$ cat src/rtl/conv3x3_rgb888_writer.sv
// 3x3 RGB888 convolution sink: one window per valid pulse, one clamped
// pixel written to the output frame BRAM per window, sequential addresses.
module conv3x3_rgb888_writer #(
    parameter int DATA_W = 24,
    parameter int ADDR_W = 17,
    parameter int WIDTH  = 480,
    parameter int HEIGHT = 272,
    parameter int DEPTH  = WIDTH * HEIGHT,
    parameter int COEF_W = 8,
    parameter int SHIFT  = 4
) (
    input  logic                  iClk,
    input  logic                  iRst,
    input  logic                  iEn,
    input  logic                  iValid,
    input  logic [DATA_W-1:0]     iIn0,
    input  logic [DATA_W-1:0]     iIn1,
    input  logic [DATA_W-1:0]     iIn2,
    input  logic [DATA_W-1:0]     iIn3,
    input  logic [DATA_W-1:0]     iIn4,
    input  logic [DATA_W-1:0]     iIn5,
    input  logic [DATA_W-1:0]     iIn6,
    input  logic [DATA_W-1:0]     iIn7,
    input  logic [DATA_W-1:0]     iIn8,
    input  logic [9*COEF_W-1:0]   iCoef,
    output logic                  oBusy,
    output logic                  oCs,
    output logic                  oWe,
    output logic [ADDR_W-1:0]     oAddr,
    output logic [DATA_W-1:0]     oPixel,
    output logic                  oDone
);

    localparam int ACC_W = 21;
    localparam logic [ADDR_W-1:0] LAST = ADDR_W'(DEPTH - 1);

    typedef enum logic [2:0] {
        IDLE,
        MAC,
        NORM,
        WRITE,
        DONE
    } state_t;

    state_t                    state;
    logic [DATA_W-1:0]         pix     [9];
    logic [COEF_W-1:0]         coef    [9];
    logic [DATA_W-1:0]         win_in  [9];
    logic [COEF_W-1:0]         coef_in [9];
    logic signed [ACC_W-1:0]   acc_r;
    logic signed [ACC_W-1:0]   acc_g;
    logic signed [ACC_W-1:0]   acc_b;
    logic [3:0]                tap;
    logic [DATA_W-1:0]         cur_pix;
    logic signed [COEF_W-1:0]  cur_coef;

    function automatic logic signed [ACC_W-1:0] mac(
        input logic signed [ACC_W-1:0]  acc,
        input logic [7:0]               p,
        input logic signed [COEF_W-1:0] c
    );
        logic signed [8:0]        pu;
        logic signed [COEF_W+8:0] prod;
        pu   = $signed({1'b0, p});
        prod = pu * c;
        mac  = acc + ACC_W'(prod);
    endfunction

    function automatic logic [7:0] clamp(
        input logic signed [ACC_W-1:0] a
    );
        logic signed [ACC_W-1:0] v;
        v = a >>> SHIFT;
        if (v < 0)
            clamp = 8'd0;
        else if (v > 255)
            clamp = 8'hFF;
        else
            clamp = v[7:0];
    endfunction

    assign win_in[0] = iIn0;
    assign win_in[1] = iIn1;
    assign win_in[2] = iIn2;
    assign win_in[3] = iIn3;
    assign win_in[4] = iIn4;
    assign win_in[5] = iIn5;
    assign win_in[6] = iIn6;
    assign win_in[7] = iIn7;
    assign win_in[8] = iIn8;

    for (genvar k = 0; k < 9; k++) begin : g_coef
        assign coef_in[k] = iCoef[COEF_W*k +: COEF_W];
    end

    assign cur_pix  = pix[tap];
    assign cur_coef = $signed(coef[tap]);

    // Decoded from registered state only; iValid never reaches oBusy.
    assign oBusy = (state == MAC) || (state == NORM) || (state == WRITE);
    assign oCs   = iEn && (state == WRITE);
    assign oWe   = iEn && (state == WRITE);
    assign oDone = (state == DONE);

    always_ff @(posedge iClk or negedge iRst) begin
        if (!iRst) begin
            state  <= IDLE;
            pix    <= '{default: '0};
            coef   <= '{default: '0};
            acc_r  <= '0;
            acc_g  <= '0;
            acc_b  <= '0;
            tap    <= '0;
            oAddr  <= '0;
            oPixel <= '0;
        end else if (iEn) begin
            unique case (state)
                IDLE: begin
                    if (iValid) begin
                        pix   <= win_in;
                        coef  <= coef_in;
                        acc_r <= '0;
                        acc_g <= '0;
                        acc_b <= '0;
                        tap   <= '0;
                        state <= MAC;
                    end
                end
                MAC: begin
                    acc_r <= mac(acc_r, cur_pix[23:16], cur_coef);
                    acc_g <= mac(acc_g, cur_pix[15:8], cur_coef);
                    acc_b <= mac(acc_b, cur_pix[7:0], cur_coef);
                    tap   <= tap + 4'd1;
                    if (tap == 4'd8)
                        state <= NORM;
                end
                NORM: begin
                    oPixel <= {clamp(acc_r), clamp(acc_g), clamp(acc_b)};
                    state  <= WRITE;
                end
                WRITE: begin
                    if (oAddr == LAST) begin
                        oAddr <= '0;
                        state <= DONE;
                    end else begin
                        oAddr <= oAddr + 1'b1;
                        state <= IDLE;
                    end
                end
                DONE: begin
                    state <= DONE;
                end
                default: state <= IDLE;
            endcase
        end else if (state == DONE) begin
            // Releasing enable after a frame re-arms for the next one.
            state <= IDLE;
        end
    end

endmodule

$ cat config.mk
export PLATFORM = sky130hd
export DESIGN_NAME = conv3x3_rgb888_writer
export DESIGN_NICKNAME = d
export VERILOG_FILES = /design/src/rtl/conv3x3_rgb888_writer.sv
export SDC_FILE = /design/constraint.sdc
export NUM_CORES = 1
export LEC_CHECK = 0
export CORE_ASPECT_RATIO = 1.25
export CORE_MARGIN = 2
export CORE_UTILIZATION = 35
export CTS_CLUSTER_SIZE = 14
export DETAILED_ROUTE_END_ITERATION = 7
export MAX_ROUTING_LAYER = met4
export SYNTH_ARGS = -nofsm -noshare
export SYNTH_HDL_FRONTEND = slang
export SYNTH_SLANG_ARGS = --single-unit
$ cat constraint.sdc
create_clock -name iClk -period 9.57 [get_ports iClk]
set_input_delay 0.957 -clock iClk [delete_from_list [all_inputs] [get_ports iClk]]
set_output_delay 0.957 -clock iClk [all_outputs]
set_load 0.01 [all_outputs]
==> impl_metrics.env, run 1 <==
export IMPL_run_status="complete, no violations"
export IMPL_first_pass_iters=5
export IMPL_maxSlewHeadroom=0.240
export IMPL_die_h_microns=310
export IMPL_numCtsBuffers=46
export IMPL_synth_top_area_frac=0.380
export IMPL_grt_pass1_wl_microns=120000
export IMPL_syn_num_nets=3506
export IMPL_grt_pass1_vias=21000
export IMPL_grt_usage=0.205
export IMPL_first_iter_violations=1351
export IMPL_die_area_sq_um=77300
export IMPL_synthFlopType="dfrtp_1"
export IMPL_place_gp_congestion=0.880
export IMPL_cp_required_ns=10.04
export IMPL_clock_path_buffers=3
export IMPL_cts_sinks=399
export IMPL_tightest_slew_ns=1.14
export IMPL_ys_seq_area_frac=0.380
export IMPL_async_flop_share=1.00
export IMPL_rsz0062_at_grt="false"
export IMPL_cts_resized=0
export IMPL_min_path_type="primary input to asynchronous set/reset pin"
export IMPL_num_rows=112
export IMPL_synth_area_sq_um=26300
export IMPL_synth_area_per_cell_sq_um=9.16
export IMPL_clock_fmax_ghz=0.135
export IMPL_finalMaxSlewViolations=0
export IMPL_gr_total_overflow=0
export IMPL_fillers=7243
export IMPL_io_pins=337
export IMPL_max_cap_violations=0
export IMPL_initial_core_util=0.353
export IMPL_cts_hold_fix_buffers=0
export IMPL_fin_worst_skew_ns=0.0309
export IMPL_cts_htree_levels=2
export IMPL_root_buffer="clkbuf_16"
export IMPL_cts_tree="yes"
export IMPL_final_setup_viol_count=0
export IMPL_worstSkewPairLatency_ns=0.60
export IMPL_path_class="register to register"
export IMPL_fin_tns_setup_ns=0
export IMPL_wirelength_microns=75600
export IMPL_cp_end_kind="register"
export IMPL_ys_top_cells_by_count="nand2_1 (1,025), dfrtp_1 (399), inv_1 (203), ha_1 (195), nor2_1 (182)"
export IMPL_antenna_found_initial=2
export IMPL_cts_setup_buffers=0
export IMPL_io_buffer_count=336
export IMPL_ys_types=57
export IMPL_synth_edf_count=0
export IMPL_period_minus_slack_ns=7.39
export IMPL_final_nets=3777
export IMPL_areaGrowthSynthToFinish_pct=22.5
export IMPL_route_detailed_drc=0
export IMPL_hold_viol=0
export IMPL_grt_max_degree=143
export IMPL_yosys_area_top_type="dfrtp_1"
export IMPL_fp_dieW_microns=249
export IMPL_num_vias=20200
export IMPL_vias_per_cell=4.88
export IMPL_yosysMostFrequentCell="nand2_1"
export IMPL_ys_ff_latch=399
export IMPL_ant_nets=0
export IMPL_synth_area_leaders="dfrtp_1 (38%), nand2_1 (15%), fa_1 (12%)"
export IMPL_netlist_instances=2866
export IMPL_cp_arrival_ns=7.87
export IMPL_drive_gt1_frac=0.0687
export IMPL_ys_warn_count=0
export IMPL_path_clk_slew_ns=0.06
export IMPL_finalCritPeriodShare=0.773
export IMPL_crit_fanout=29
export IMPL_wl_per_cell_microns=18.3
export IMPL_start_kind="register"
export IMPL_dpl_hpwl_microns=56900
export IMPL_core_area_sq_um=74400
-- layer usage --
| layer | share of wire | global-route usage | wire length [microns] | vias up |
|---|---|---|---|---|
| li1 | - | - | - | 9740 |
| met1 | 0.45 | 0.273 | 33900 | 9794 |
| met2 | 0.47 | 0.328 | 35500 | 583 |
| met3 | 0.052 | 0.0279 | 3930 | 111 |
| met4 | 0.031 | 0.0644 | 2320 | 0 |
| met5 | 0 | - | 0 | - |
-- layout by cell type, fill, tap and decap left out, drive strengths merged, types with 10 or more instances in the layout --
cell type         n
a21oi            53
nor2            183
clkdlybuf4s50   335
nand2b           10
ha              195
o31ai            39
nand3            47
or2              10
xor2             29
mux4             62
and3             14
clkbuf           64
buf              26
nor2b            18
fa              153
dfrtp           399
o21a             12
o21ai            87
a21o             14
nand2          1025
mux2i            40
xnor2            34
inv             220
-- worst max-delay path: stages, from the launching register on --
cell and delay [ns]:
dfrtp_4 0.80, buf_4 0.52, mux4_2 0.56, mux2i_1 0.24, nor2_1 0.06, a21oi_1 0.57, nand2b_1 0.20, fa_1 0.41
inv_1 0.09, fa_1 0.44, fa_1 0.57, fa_1 0.44, fa_1 0.47, ha_1 0.31, o21a_1 0.20, o31a_1 0.13
o41ai_1 0.54, a21boi_0 0.24, o21ai_1 0.20, mux2i_1 0.20, nand2_1 0.06
-- flip-flops by register name (all words and copies together), names as in the netlist --
signal and flops:
pix 216, coef 72, oPixel 24, acc_b 21
acc_g 21, acc_r 21, oAddr 17, tap 4
state 3
-- per-stage QoR --
step | hold WS [ns] | cell area [sq um] | worst slack [ns] | util | std cells
6_report | 0.417 | 32200 | 2.18 | 0.432 | 4142
5_1_grt | 0.478 | 32200 | 1.68 | 0.432 | 4142
4_1_cts | 0.474 | 32200 | 2.17 | 0.432 | 4140
3_5_place_dp | 0.458 | 30500 | 2.20 | 0.410 | 4058
3_3_place_gp | 0.454 | 30500 | 2.27 | 0.410 | 4058
2_1_floorplan | 0.438 | 26300 | 3.41 | - | 2866
-- worst paths after layout --
| check | startpoint | to | slack (ns) | cells past startpoint |
|---|---|---|---|---|
| setup reg to reg | tap[0] | acc_r[14] | 2.18 | 20 |
| min in group iClk | pix[128] | pix[128] | 0.47 | 2 |
| setup / recovery | tap[0] | acc_r[14] | 2.18 | 20 |
| hold / removal | iRst | oAddr[13] | 0.42 | 1 |
| max in group asynchronous | iRst | pix[199] | 6.98 | 3 |
| hold reg to reg | pix[128] | pix[128] | 0.47 | 2 |
-- logic make-up (layout without fill, tap and decap cells) --
kind of cell               count (synthesis)  after routing  synth area share
and+or+nand+nor                         1346           1346             0.205
DFF                                      399            399             0.380
buffers and inverters                    359            664            0.0550
adders and majority gates                348            348             0.210
AOI/OAI and AO/OA                        249            249            0.0608
muxes                                    102            102            0.0684
xor gates and xnor gates                  63             63            0.0210
other                                      0              2                 0
-- area by class of cell --
class	instances	area (sq um)	share of cell area
well taps	969	1210	0.0377
inverters	221	835	0.0259
repair buffers	361	3580	0.111
clock buffers	64	1340	0.0416
multi-input cells	2108	14900	0.463
clock inverters	18	327	0.0101
diodes	2	5.00	0.000156
flip-flops and latches	399	9990	0.311
Power of run 1 is left out: the tool's default activity adds up to more than one toggle a clock period on the data nets, which glitch-free logic cannot reach.
==> inputs of run 2 (changes only) <==
==> constraint.sdc (replaced) <==
create_clock -name iClk -period 7.7 [get_ports iClk]
set_input_delay 0.77 -clock iClk [delete_from_list [all_inputs] [get_ports iClk]]
set_output_delay 0.77 -clock iClk [all_outputs]
set_load 0.01 [all_outputs]
==> impl_metrics.env, run 2 (synthesized netlist as in run 1, its figures left out) <==
export IMPL_run_status="complete, no violations"
export IMPL_max_cap_violations=0
export IMPL_top_regs="pix (216), coef (72), oPixel (24)"
export IMPL_cp_depth=22
export IMPL_worstSkewPairLatency_ns=0.61
export IMPL_min_path_type="primary input to asynchronous set/reset pin"
export IMPL_first_pass_iters=5
export IMPL_io_buffer_count=336
export IMPL_largest_reg_flops=216
export IMPL_die_area_sq_um=77300
export IMPL_grtUsageMet2=0.335
export IMPL_cts_htree_levels=2
export IMPL_path_buf_inv=4
export IMPL_dpl_hpwl_microns=57300
export IMPL_path_class="register to register"
export IMPL_ant_nets=0
export IMPL_cts_setup_buffers=0
export IMPL_first_iter_violations=1225
export IMPL_core_area_sq_um=74400
export IMPL_crit_family="adder cells"
export IMPL_cp_arrival_ns=7.50
export IMPL_cts_hold_fix_buffers=0
export IMPL_rsz0062_at_grt="false"
export IMPL_reg2reg_depth=22
export IMPL_period_minus_slack_ns=7.03
export IMPL_cp_end_kind="register"
export IMPL_tightest_slew_ns=1.20
export IMPL_largest_register="pix"
export IMPL_path_cells="buf_4 > mux4_2 > mux2i_1 > nor2_1 > a21oi_2 > buf_4 > nor2_1 > fa_1 > fa_1 > inv_1 > fa_1 > inv_1 > fa_1 > fa_1 > ha_1 > o21a_1 > o31a_1 > o41ai_1 > a21boi_0 > o21ai_1 > mux2i_1 > nand2_1"
export IMPL_grt_use_met3=0.0314
export IMPL_top_usage_layer="met2"
export IMPL_fin_tns_setup_ns=0
export IMPL_fillers=7169
export IMPL_detailed_place_area_sq_um=30600
export IMPL_cpMaxStageDelayCell="dfrtp_4"
export IMPL_drive_gt1_frac=0.0720
export IMPL_numCtsBuffers=47
export IMPL_hold_viol=0
export IMPL_final_common_cell="nand2_1"
export IMPL_num_rows=112
export IMPL_cts_resized=0
export IMPL_areaGrowthSynthToFinish_pct=22.9
export IMPL_design_area_sq_um=32300
export IMPL_wl_per_cell_microns=18.4
export IMPL_route_detailed_drc=0
export IMPL_path_clk_slew_ns=0.07
export IMPL_finalMaxSlewViolations=0
export IMPL_clock_fmax_ghz=0.142
export IMPL_fin_worst_skew_ns=0.0346
export IMPL_num_vias=20300
export IMPL_maxSlewHeadroom=0.198
export IMPL_setup_slack_ns=0.669
export IMPL_cts_sinks=399
export IMPL_root_buffer="clkbuf_16"
export IMPL_die_h_microns=310
export IMPL_final_core_util=0.434
export IMPL_fp_dieW_microns=249
export IMPL_start_kind="register"
export IMPL_grt_max_degree=219
export IMPL_io_pins=337
export IMPL_finalCritPeriodShare=0.913
export IMPL_grt_pass1_vias=21200
export IMPL_place_gp_congestion=0.915
export IMPL_cp_common_cell="fa_1"
export IMPL_crit_fanout=25
export IMPL_pre_cts_slack_ns=0.695
export IMPL_layout_common_cells="nand2_1 (1,025), dfrtp_1 (396), clkdlybuf4s50_1 (335), inv_1 (203), ha_1 (195)"
export IMPL_cts_tree="yes"
export IMPL_vias_per_cell=4.89
export IMPL_final_setup_viol_count=0
export IMPL_cp_required_ns=8.17
export IMPL_clock_path_buffers=3
export IMPL_initial_core_util=0.353
export IMPL_slowest_delay_ns=0.76
export IMPL_gr_total_overflow=0
export IMPL_grt_pass1_wl_microns=121000
export IMPL_antenna_found_initial=5
export IMPL_wirelength_microns=76500
export IMPL_final_nets=3787
export IMPL_grt_usage=0.207
export IMPL_gr_usage_met1=0.265
## run 2: metrics by stage
stage,instances,hold WS [ns]
CTS,4149,0.199
detailed placement,4067,0.457
finish,4155,0.136
floorplan,2866,0.438
global route,4154,0.205
global placement,4067,0.453
## run 2: layout make-up
cell class / instances / area, sq um / share of cell area
clock inverter: 23 / 325 / 0.0101
clock buffer: 59 / 1300 / 0.0404
multi-input combinational: 2108 / 14900 / 0.461
antenna: 6 / 15.0 / 0.000465
inverter: 221 / 835 / 0.0259
tap: 969 / 1210 / 0.0376
sequential: 399 / 9990 / 0.310
timing repair buffer: 370 / 3710 / 0.115
## run 2: final timing paths
check	end	start	slack, ns
worst min-delay path	oAddr[13]	iRst	0.14
min in group iClk	pix[167]	pix[167]	0.47
worst min register to register	pix[167]	pix[167]	0.47
max in group asynchronous	acc_r[3]	iRst	6.19
worst max register to register	acc_r[14]	tap[0]	0.67
worst max-delay path	acc_r[14]	tap[0]	0.67
## run 2: metal layers
metal	up-vias	part of all wire
met1	9829	0.43
met5	-	0
met3	135	0.054
met4	0	0.036
met2	577	0.48
li1	9781	-
Power of run 2 is left out for the same reason.
==> inputs of run 3 (changes only) <==
--- a/config.mk
+++ b/config.mk
@@ -8,6 +8,7 @@
 export CORE_ASPECT_RATIO = 1.25
 export CORE_MARGIN = 2
 export CORE_UTILIZATION = 35
+export CTS_CLUSTER_DIAMETER = 40
 export CTS_CLUSTER_SIZE = 14
 export DETAILED_ROUTE_END_ITERATION = 7
 export MAX_ROUTING_LAYER = met4
==> impl_metrics.env, run 3 (synthesized netlist as in run 1, its figures left out) <==
export IMPL_min_path_type="primary input to asynchronous set/reset pin"
export IMPL_grt_max_degree=219
export IMPL_cp_end_kind="register"
export IMPL_cts_resized=0
export IMPL_cpMaxStageDelayCell="dfrtp_4"
export IMPL_r2r_end="acc_b[14]"
export IMPL_layout_common_cells="nand2_1 (1,025), dfrtp_1 (396), clkdlybuf4s50_1 (335), inv_1 (203), ha_1 (195)"
export IMPL_grt_usage=0.208
export IMPL_rsz0062_at_grt="false"
export IMPL_crit_fanout=25
export IMPL_max_cap_violations=0
export IMPL_final_setup_viol_count=0
export IMPL_die_h_microns=310
export IMPL_ant_nets=0
export IMPL_fin_tns_setup_ns=0
export IMPL_cts_tree="yes"
export IMPL_cts_htree_levels=3
export IMPL_hold_ws_ns=0.130
export IMPL_path_clk_slew_ns=0.06
export IMPL_grt_pass1_wl_microns=122000
export IMPL_vias_per_cell=4.89
export IMPL_rr_startpoint="tap[0]"
export IMPL_maxSlewHeadroom=0.217
export IMPL_final_common_cell="nand2_1"
export IMPL_path_buf_inv=3
export IMPL_cp_common_cell="fa_1"
export IMPL_path_class="register to register"
export IMPL_pre_cts_slack_ns=0.695
export IMPL_cp_required_ns=8.15
export IMPL_worstSetupStartpoint="tap[0]"
export IMPL_final_nets=3808
export IMPL_period_minus_slack_ns=7.03
export IMPL_clock_fmax_ghz=0.142
export IMPL_grt_pass1_vias=21500
export IMPL_dpl_hpwl_microns=57300
export IMPL_first_iter_violations=1146
export IMPL_run_status="complete, no violations"
export IMPL_cts_hold_fix_buffers=0
export IMPL_crit_family="adder cells"
export IMPL_start_kind="register"
export IMPL_slowest_delay_ns=0.76
export IMPL_num_rows=112
export IMPL_cts_sinks=399
export IMPL_setup_slack_ns=0.666
export IMPL_drive_gt1_frac=0.0832
export IMPL_initial_core_util=0.353
export IMPL_root_buffer="clkbuf_16"
export IMPL_antenna_found_initial=5
export IMPL_io_buffer_count=336
export IMPL_place_inst=4067
export IMPL_layout_cells_non_filler=4196
export IMPL_wirelength_microns=76500
export IMPL_hold_viol=0
export IMPL_fp_dieW_microns=249
export IMPL_clock_path_buffers=3
export IMPL_route_detailed_drc=0
export IMPL_numCtsBuffers=68
export IMPL_finalCritPeriodShare=0.914
export IMPL_core_area_sq_um=74400
export IMPL_place_gp_congestion=0.915
export IMPL_areaGrowthSynthToFinish_pct=25.7
export IMPL_worstSkewPairLatency_ns=0.62
export IMPL_wl_per_cell_microns=18.2
export IMPL_first_pass_iters=5
export IMPL_die_area_sq_um=77300
export IMPL_largest_register="pix"
export IMPL_top_regs="pix (216), coef (72), oPixel (24)"
export IMPL_cts_setup_buffers=0
export IMPL_num_vias=20500
export IMPL_path_cells="mux4_2 > mux2i_1 > nor2_1 > a21oi_2 > buf_4 > nor2_1 > fa_1 > inv_1 > fa_1 > inv_1 > fa_1 > fa_1 > fa_1 > ha_1 > o21a_1 > o31a_1 > o41ai_1 > a21boi_0 > o21ai_1 > mux2i_1 > nand2_1"
export IMPL_r2r_slack_ns=0.67
export IMPL_gr_total_overflow=0
export IMPL_reg2reg_depth=21
export IMPL_largest_reg_flops=216
export IMPL_finalMaxSlewViolations=0
export IMPL_fin_worst_skew_ns=0.0656
export IMPL_io_pins=337
export IMPL_tightest_slew_ns=1.17
export IMPL_cp_arrival_ns=7.48
run 3: cell types whose count changed in the layout (fill, tap and decap cells not counted), sizes merged:
| cell | previous run | this run |
|---|---|---|
| clkbuf | 59 | 83 |
| diode | 6 | 5 |
| bufinv | 6 | 5 |
| clkinv | 10 | 21 |
| inv | 223 | 234 |
| clkinvlp | 5 | 2 |
run 3: final cells by class:
cell class,count,area [sq um]
Antenna cell,5,12.5
Fill cell,7105,41400
Tap cell,969,1210
Inverter,221,835
Timing Repair Buffer,370,3710
Clock buffer,83,1840
Clock inverter,41,537
Multi-Input combinational cell,2108,14900
Sequential cell,399,9990
run 3: how the worst max path moves through the flow:
stage | endpoint | slack (ns) | depth (start not counted)
after floorplan | acc_b[14] | 1.54 | 23
after global placement | acc_b[14] | 0.74 | 21
after detailed placement | acc_r[14] | 0.70 | 21
after CTS | acc_b[14] | 0.63 | 20
after global routing | acc_g[17] | 0.14 | 21
final | acc_b[14] | 0.67 | 21
run 3: routing by layer:
| metal | GRT usage | up-vias | part of all wire |
|---|---|---|---|
| met5 | - | - | 0 |
| met4 | 0.0864 | 0 | 0.036 |
| li1 | - | 9847 | - |
| met2 | 0.331 | 597 | 0.48 |
| met3 | 0.0363 | 136 | 0.053 |
| met1 | 0.264 | 9943 | 0.44 |
run 3: stage by stage:
| stage | utilization | instance area [sq um] |
|---|---|---|
| after floorplan | - | 26300 |
| after global placement | 0.412 | 30600 |
| after detailed placement | 0.412 | 30600 |
| after CTS | 0.444 | 33000 |
| after global routing | 0.444 | 33000 |
| final | 0.444 | 33000 |
Power of run 3 is left out for the same reason.
